<file path="src/rtl/control_param_encoder.sv">
// control_param_encoder: readback transmitter for the control-parameter
// register set. Serialises the large/small register buses into
// {code, pad, payload} words on a valid/ready stream, either as a
// header-framed full dump or as a single register read by code.
module control_param_encoder #(
  parameter int N_LARGE = 2,
  parameter logic [(N_LARGE+1)*32-1:0] LARGE_REG_START_IDXS = {32'd64, 32'd32, 32'd0},
  parameter int N_SMALL = 4,
  parameter logic [(N_SMALL+1)*32-1:0] SMALL_REG_START_IDXS =
    {32'd64, 32'd48, 32'd32, 32'd16, 32'd0},
  parameter int MAX_TRANSMISSION_SIZE = 16,
  localparam int LTOT = int'(LARGE_REG_START_IDXS[N_LARGE*32 +: 32]),
  localparam int STOT = int'(SMALL_REG_START_IDXS[N_SMALL*32 +: 32])
) (
  input  logic            clk,
  input  logic            reset_n,
  input  logic [LTOT-1:0] large_regs,
  input  logic [STOT-1:0] small_regs,
  input  logic            dump_req,
  input  logic            single_req,
  input  logic [7:0]      single_code,
  output logic [31:0]     tx_data,
  output logic            tx_valid,
  input  logic            tx_ready,
  output logic            busy,
  output logic            done,
  output logic            err
);

  localparam int PW = MAX_TRANSMISSION_SIZE;
  localparam int NW = 2*N_LARGE + N_SMALL;

  typedef enum logic [1:0] {S_IDLE, S_HEADER, S_SEND, S_DONE} state_t;

  state_t          state;
  logic [7:0]      cnt;
  logic            single_rd;
  logic [LTOT-1:0] large_sh;
  logic [STOT-1:0] small_sh;

  // Source 0 is the live bus (used only for the first word of a single
  // read, loaded on the same edge the snapshot is taken); source 1 is the
  // shadow copy that every later word is built from.
  logic [1:0][LTOT-1:0]     lsrc;
  logic [1:0][STOT-1:0]     ssrc;
  logic [1:0][NW:0][PW-1:0] pay;

  assign lsrc[0] = large_regs;
  assign lsrc[1] = large_sh;
  assign ssrc[0] = small_regs;
  assign ssrc[1] = small_sh;

  for (genvar s = 0; s < 2; s++) begin : g_src
    // code 0 is the header, whose payload is the word count
    assign pay[s][0] = PW'(NW);

    for (genvar i = 0; i < N_LARGE; i++) begin : g_large
      localparam int LS = int'(LARGE_REG_START_IDXS[i*32 +: 32]);
      localparam int LW = int'(LARGE_REG_START_IDXS[(i+1)*32 +: 32]) - LS;
      localparam logic [31:0] LMASK = (LW >= 32) ? 32'hFFFF_FFFF : ((32'd1 << LW) - 32'd1);
      logic [31:0] r;
      assign r = 32'(lsrc[s] >> LS) & LMASK;
      // odd code: upper bits right-aligned, even code: low 16 bits
      assign pay[s][2*i+1] = PW'(r >> 16);
      assign pay[s][2*i+2] = PW'(r[15:0]);
    end

    for (genvar j = 0; j < N_SMALL; j++) begin : g_small
      localparam int SS = int'(SMALL_REG_START_IDXS[j*32 +: 32]);
      localparam int SW = int'(SMALL_REG_START_IDXS[(j+1)*32 +: 32]) - SS;
      localparam logic [15:0] SMASK = (SW >= 16) ? 16'hFFFF : ((16'd1 << SW) - 16'd1);
      assign pay[s][2*N_LARGE+1+j] = PW'(16'(ssrc[s] >> SS) & SMASK);
    end
  end

  logic [7:0]    nxt_code;
  logic [PW-1:0] nxt_pay;
  logic          code_ok;
  logic          last_word;

  assign code_ok   = (single_code != 8'd0) && (single_code <= 8'(NW));
  assign last_word = (cnt == 8'(NW)) || single_rd;

  // Word that will be presented after the next load: the requested code
  // when idle, the first data word after the header, else the next code.
  always_comb begin
    nxt_code = cnt;
    nxt_pay  = '0;
    case (state)
      S_IDLE:   nxt_code = single_code;
      S_HEADER: nxt_code = cnt;
      S_SEND:   nxt_code = cnt + 8'd1;
      default:  nxt_code = cnt;
    endcase
    for (int k = 0; k <= NW; k++)
      if (nxt_code == 8'(k)) nxt_pay = pay[(state == S_IDLE) ? 1'b0 : 1'b1][k];
  end

  assign busy = (state != S_IDLE);

  // Control FSM with registered stream outputs and one-cycle pulses.
  always_ff @(posedge clk or negedge reset_n) begin
    if (!reset_n) begin
      state     <= S_IDLE;
      cnt       <= '0;
      single_rd <= 1'b0;
      large_sh  <= '0;
      small_sh  <= '0;
      tx_data   <= '0;
      tx_valid  <= 1'b0;
      done      <= 1'b0;
      err       <= 1'b0;
    end else begin
      done <= 1'b0;
      err  <= 1'b0;
      case (state)
        S_IDLE: begin
          // dump wins over a simultaneous single request
          if (dump_req) begin
            large_sh  <= large_regs;
            small_sh  <= small_regs;
            cnt       <= 8'd1;
            single_rd <= 1'b0;
            tx_data   <= {8'd0, 24'(pay[0][0])};
            tx_valid  <= 1'b1;
            state     <= S_HEADER;
          end else if (single_req) begin
            if (code_ok) begin
              large_sh  <= large_regs;
              small_sh  <= small_regs;
              cnt       <= single_code;
              single_rd <= 1'b1;
              tx_data   <= {nxt_code, 24'(nxt_pay)};
              tx_valid  <= 1'b1;
              state     <= S_SEND;
            end else begin
              err <= 1'b1;
            end
          end
        end
        S_HEADER: begin
          if (tx_ready) begin
            tx_data <= {nxt_code, 24'(nxt_pay)};
            state   <= S_SEND;
          end
        end
        S_SEND: begin
          if (tx_ready) begin
            if (last_word) begin
              tx_data  <= '0;
              tx_valid <= 1'b0;
              done     <= 1'b1;
              state    <= S_DONE;
            end else begin
              cnt     <= cnt + 8'd1;
              tx_data <= {nxt_code, 24'(nxt_pay)};
            end
          end
        end
        default: begin
          single_rd <= 1'b0;
          state     <= S_IDLE;
        end
      endcase
    end
  end

endmodule

</file>
<file path="config.mk">
export PLATFORM = sky130hd
export DESIGN_NAME = control_param_encoder
export DESIGN_NICKNAME = d
export VERILOG_FILES = /design/src/rtl/control_param_encoder.sv
export SDC_FILE = /design/constraint.sdc
export NUM_CORES = 1
export LEC_CHECK = 0
export CELL_PAD_IN_SITES_DETAIL_PLACEMENT = 2
export CELL_PAD_IN_SITES_GLOBAL_PLACEMENT = 2
export CORE_UTILIZATION = 34
export CTS_BUF_LIST = sky130_fd_sc_hd__clkbuf_16
export DETAILED_ROUTE_END_ITERATION = 8
export GPL_TIMING_DRIVEN = 0
export PLACE_DENSITY_LB_ADDON = 0.1
export SLEW_MARGIN = 10
export SYNTH_ARGS = -nofsm -noshare
export SYNTH_HDL_FRONTEND = slang
export SYNTH_SLANG_ARGS = --single-unit
</file>
<file path="constraint.sdc">
create_clock -name clk -period 3.3 [get_ports clk]
set_input_delay 0.66 -clock clk [delete_from_list [all_inputs] [get_ports clk]]
set_output_delay 0.66 -clock clk [all_outputs]
set_load 0.02 [all_outputs]
</file>
**After elaboration in Yosys (flattened, before gate mapping)**

Cells that the tools add are included.

- Bits in registers: 174
- Input port bits: 141
- Output and inout port bits: 36
- Word-level logic and storage cells: 101

- Add/sub/neg operators: 1
- Magnitude comparators: 2
- Equal/unequal tests: 17
- Multiplexer cells: 54
- Bitwise logic cells: 1
- Reductions and logical operators: 17

Operator list:

| cell | number |
|---|---|
| $mux W64 | 6 |
| $mux W144 | 2 |
| $mux W32 | 6 |
| $mux W16 | 9 |
| $pmux W32 S3 | 1 |
| $mux W8 | 5 |
| $eq A8 B3 Y1 const B | 4 |
| $pmux W8 S2 | 2 |
| $reduce_and A5 Y1 | 4 |
| $eq A8 B2 Y1 const B | 2 |
| $eq A8 B4 Y1 const B | 2 |
| $mux W1 | 14 |
| $mux W2 | 6 |
| $add A8 B1 Y8 const B | 1 |
| $eq A8 B1 Y1 const B | 1 |
| $le A8 B4 Y1 const B | 1 |
| $logic_not A8 Y1 | 1 |
| $ne A2 B2 Y1 const B | 4 |
| $reduce_bool A2 Y1 | 4 |
| $reduce_bool A8 Y1 | 1 |
| $ne A3 B3 Y1 const B | 2 |
| $pmux W2 S3 | 1 |
| $reduce_and A3 Y1 | 2 |
| $pmux W1 S2 | 2 |
| 9 further kinds | 9 |

**Logic depth before layout (Yosys ltp)**

- Depth after elaboration: 17
- Depth in mapped cells: 14
- Mapped depth without buffers: 10

**Worst setup path before layout**

OpenSTA, ideal clock, no wires.

- Path type: flip-flop to flip-flop
- Start: reg state[0]
- End: reg tx_data[9]
- Library setup time: 134 ps
- Arrival time: 2478 ps
- Data required time: 3166 ps
- Slack: 688 ps
- Stages on the path, launching flop included: 14
- Buffers on the path: 4
- Period minus slack after synthesis: 2612 ps
- Cell sequence: dfrtp_1 inv_1 ha_1 buf_4 or3b_2 and2_0 clkbuf_1 nand2_4 nor2_2 and2_1 buf_2 buf_6 o31ai_1 a31oi_1

- Longest elaborated chain between the ends: 16
- Elaborated cells between the ends (all ways): 37
- Classes of those cells: eq/ne (14); mux (19); reduce/logical (4)

Ends and longest elaborated chain:

| item | RTL line | source |
|---|---|---|
| from (decl) | 35 | `state_t state;` |
| from (signal assigned) | 104 | `state <= S_IDLE;` |
| from (signal assigned) | 126 | `state <= S_HEADER;` |
| from (signal assigned) | 135 | `state <= S_SEND;` |
| $eq A2 B2 Y1 or $logic_not A2 Y1 (tied branches) | 89, 116, 96 |  |
| $pmux W8 S2 | 89 | `case (state)` |
| $logic_not A8 Y1 | 96 | `if (nxt_code == 8'(k)) nxt_pay = pay[(state == S_IDLE) ? 1'b0 : 1'b1][k];` |
| $mux W16 (9 in series) | 96 |  |
| $mux W32 | 128 | `if (code_ok) begin` |
| $mux W32 | 127 | `end else if (single_req) begin` |
| $mux W32 | 119 | `if (dump_req) begin` |
| $pmux W32 S3 | 116 | `case (state)` |
| to (signal assigned) | 124 | `tx_data <= {8'd0, 24'(pay[0][0])};` |
| to (signal assigned) | 133 | `tx_data <= {nxt_code, 24'(nxt_pay)};` |
| to (signal assigned) | 143 | `tx_data <= {nxt_code, 24'(nxt_pay)};` |
| to (decl) | 22 | `output logic [31:0] tx_data,` |

Several ways; a longest one is shown, not always the timed one. The select of a mux whose other input is x is not followed.
A chain may end at the register's enable or synchronous reset.

**Worst setup path after layout**

- Start: reg state[0]
- End: reg tx_data[8]

Same word-level chain as after synthesis.

==> run summary <==
Antenna violations before repair - 0
CP Class - flop to flop
Post-Synth XOR/XNOR Area - 0.280%
Post-Synth Adder-Cell Area - 0.801%
Synth unique cells - 61
Commonest cells after routing, fill and taps aside - mux2_2 (184), dfrtp_1 (166), clkdlybuf4s50_1 (166)
Layout cells sized above 1 - 30.9%
Worst r2r path cells - 13
Post-synthesis async set-or-reset flop share - 100%
Cell taking the most area after synthesis - dfrtp_1
CP arrival - 3560 ps
Vias/cell - 5.49
Clk_lat worst skew - 440 ps
Post-Syn Area per Cell - 11.2 um2
CTS tree - done
Final Cycle Share - 98.7%
Vias post-DR - 7592
Flop pwr share - 27.1%
Placed insts - 1352
Number of synthesized flops with an enable pin - 0
Simple-gate area share of the yosys netlist - 7.02%
Multi-input gate area - 5040 um2
Sw Ratio - 43.6%
Initial drt markers - 368
Compound-Gate Fraction of Synth Area - 13.0%
Final wirelength - 32500 um
Gpl congestion - 0.802
Net switching power - 5.62 mW
Hpwl dp - 24500 um
Total Power - 12.9 mW
Synth-to-Final Area Change - 31.8%
Pwr/cell area - 1040 nW/um2
Worst vdd ir - 0.000372 V
Total clock sinks - 166
Synthesized area - 9370 um2
Int Pwr - 7.27 mW
Post-synth top area share - 44.3%
Most common cell after layout, fill and taps aside - mux2_2
Largest family of logic cells by synthesized area - multiplexers
Worst Slack Setup Final - 42.3 ps
FF/Latch Area - 4150 um2
Synth Flop Type - dfrtp_1
Setup TNS - 0 ps
Clock network power share - 14.9%
CTS clk-pin slew, worst paths - 70 ps
Worst-path fanout max - 10
Core Box Area - 27000 um2
Vias in the first global route - 8445
Ys Warns - 0
Largest net degree at the start of global routing - 88
Max Buffers Root-to-Sink - 2
Worst clock skew - 14.0 ps
CP Launch Type - flop
Max-cap violations - 0
Cts bufs inserted - 17
Final ANT Viol Nets - 0
WL/cell - 23.5 um
Chip Width - 168 um
Crit path largest cell delay - 420 ps
Fin area - 12400 um2
GRT Total Usage - 23.8%
Antenna diodes - 0
Status - finished clean
Die area - 28200 um2
HP Class - input pin to async pin
Logic pwr share - 58.1%
Final hold slack - 188 ps
Worst R2R Start - state[0]$_DFFE_PN0P_
Measured slew at the worst slew-check pin - 858 ps
First-pass GRT wire length - 50600 um
Count of pins over their slew limit - 0
Root Driver - clkbuf_16
Seq cells post-synth - 166
Leak - 5.03 nW
Detailed Routing Iterations Pass 1 - 5
RSZ-0062 raised after global routing - yes
H-tree depth - 4
IO buf count - 167
Setup violators final - 0
Pre-CTS setup slack - -586 ps
Boundary Pins - 177
FP Rows - 60
CP max stage cell - dfrtp_1
DR DRC count - 0
Cells after Synth - 836
Sequential area share after synthesis - 44.3%
Post-layout minimum cycle time - 3260 ps
R2R Path End - tx_data[8]$_DFFE_PN0P_
Finished Core Util - 45.7%
Crit path required time - 3600 ps
Final net count - 1177
CP Capture Type - flop
Post-DP Area - 11500 um2
Largest cells by area after synthesis - dfrtp_1 (44%), mux2_2 (22%), mux2i_1 (7.7%)
Final hold vios - 0
Slew HR - 42.8%
DIE HEIGHT - 168 um
Mux cell area share after synthesis - 30.3%
Grt total ovfl - 0
Initial core utilization - 34.7%
R2r setup slk - 40 ps
Fillers - 2804
Finished Layout Cells - 1383
Fmax - 307 MHz
Worst path cell trace - inv_1, ha_1, buf_4, buf_2, a22oi_1, o211ai_4, nor4_4, buf_6, and2_1, buf_4, a21oi_1, o21ai_1, a21oi_1
## cell type report
type	instances	share of cell area, %
buffer	68	3.48
sequential	166	33.6
multi-input combinational	596	40.8
inverter	12	0.365
tap	341	3.45
clock inverter	14	0.982
clock buffer	17	3.44
timing repair buffer	169	13.9
## power by group through the flow
stage	clock, mW	sequential [mW]	combinational (mW)
after detailed placement	0	3.52	7.05
after floorplan	0	3.46	4.69
after CTS	1.96	3.49	7.32
after global routing	2.03	3.60	8.09
final	1.92	3.49	7.49
after global placement	0	3.45	6.91
## critical path: cells and delay by family, from the launching register on
family	cells	cell delay, ps
flip-flops	1	420
AND/OR/NAND/NOR	2	640
AO/OA/AOI/OAI	5	940
adder cells (fa/ha/maj)	1	210
buffers and inverters	5	920
## routing by layer
metal / track usage, % / wire length [um]
met1: 32.0 / 15300
met4: 4.99 / 297
met5: 0 / 0
met2: 39.8 / 16000
met3: 4.33 / 915
## cells by family after synthesis
logic type	count (synthesis)
compound gates	188
other cells	1
simple gates	133
fa+ha+maj	6
buf+inv	81
mux	258
xor+xnor	3
flops	166
## synthesized netlist by cell type, types with 3 or more instances
cell type,number
a21oi_1,68
a221o_1,3
a221oi_1,18
a22o_1,6
a22oi_1,14
a31oi_1,10
and2_1,3
buf_1,4
buf_2,28
buf_4,9
buf_6,4
clkbuf_1,24
dfrtp_1,166
ha_1,6
inv_1,11
mux2_2,184
mux2i_1,72
nand2_1,43
nand3_1,16
nor2_1,33
nor3_1,9
nor4_1,3
o211ai_1,10
o21ai_0,28
o21ai_1,3
o221ai_1,6
o31ai_1,7
xor2_1,3
## how the worst max path moves through the flow
| stage | startpoint | end | slack (ps) | depth (start not counted) |
|---|---|---|---|---|
| 6_report | state[0]$_DFFE_PN0P_ | tx_data[8]$_DFFE_PN0P_ | 40 | 13 |
| 3_3_place_gp | reset_n | large_sh[44]$_DFFE_PN0P_ | -5940 | 1 |
| 2_1_floorplan | state[0]$_DFFE_PN0P_ | tx_data[9]$_DFFE_PN0P_ | 690 | 13 |
| 3_5_place_dp | single_code[0] | tx_data[2]$_DFFE_PN0P_ | -590 | 11 |
| 4_1_cts | state[0]$_DFFE_PN0P_ | tx_data[2]$_DFFE_PN0P_ | -9 | 13 |
| 5_1_grt | state[0]$_DFFE_PN0P_ | tx_data[8]$_DFFE_PN0P_ | -120 | 11 |
## registers in the layout, indices dropped and copies added, names as in the netlist
name       count
done           1
state          2
small_sh      64
large_sh      64
single_rd      1
err            1
tx_data       24
tx_valid       1
cnt            8
## timing repair
action | CTS | global route
buffers inserted | 0 | 1
hold buffers | 0 | 0
resized for setup | 50 | 45
pin swaps | 3 | 6
endpoints found under the hold margin | 0 | 0
setup endpoints to repair | 64 | 44
Note: power is estimated with default switching activity, not from simulation.
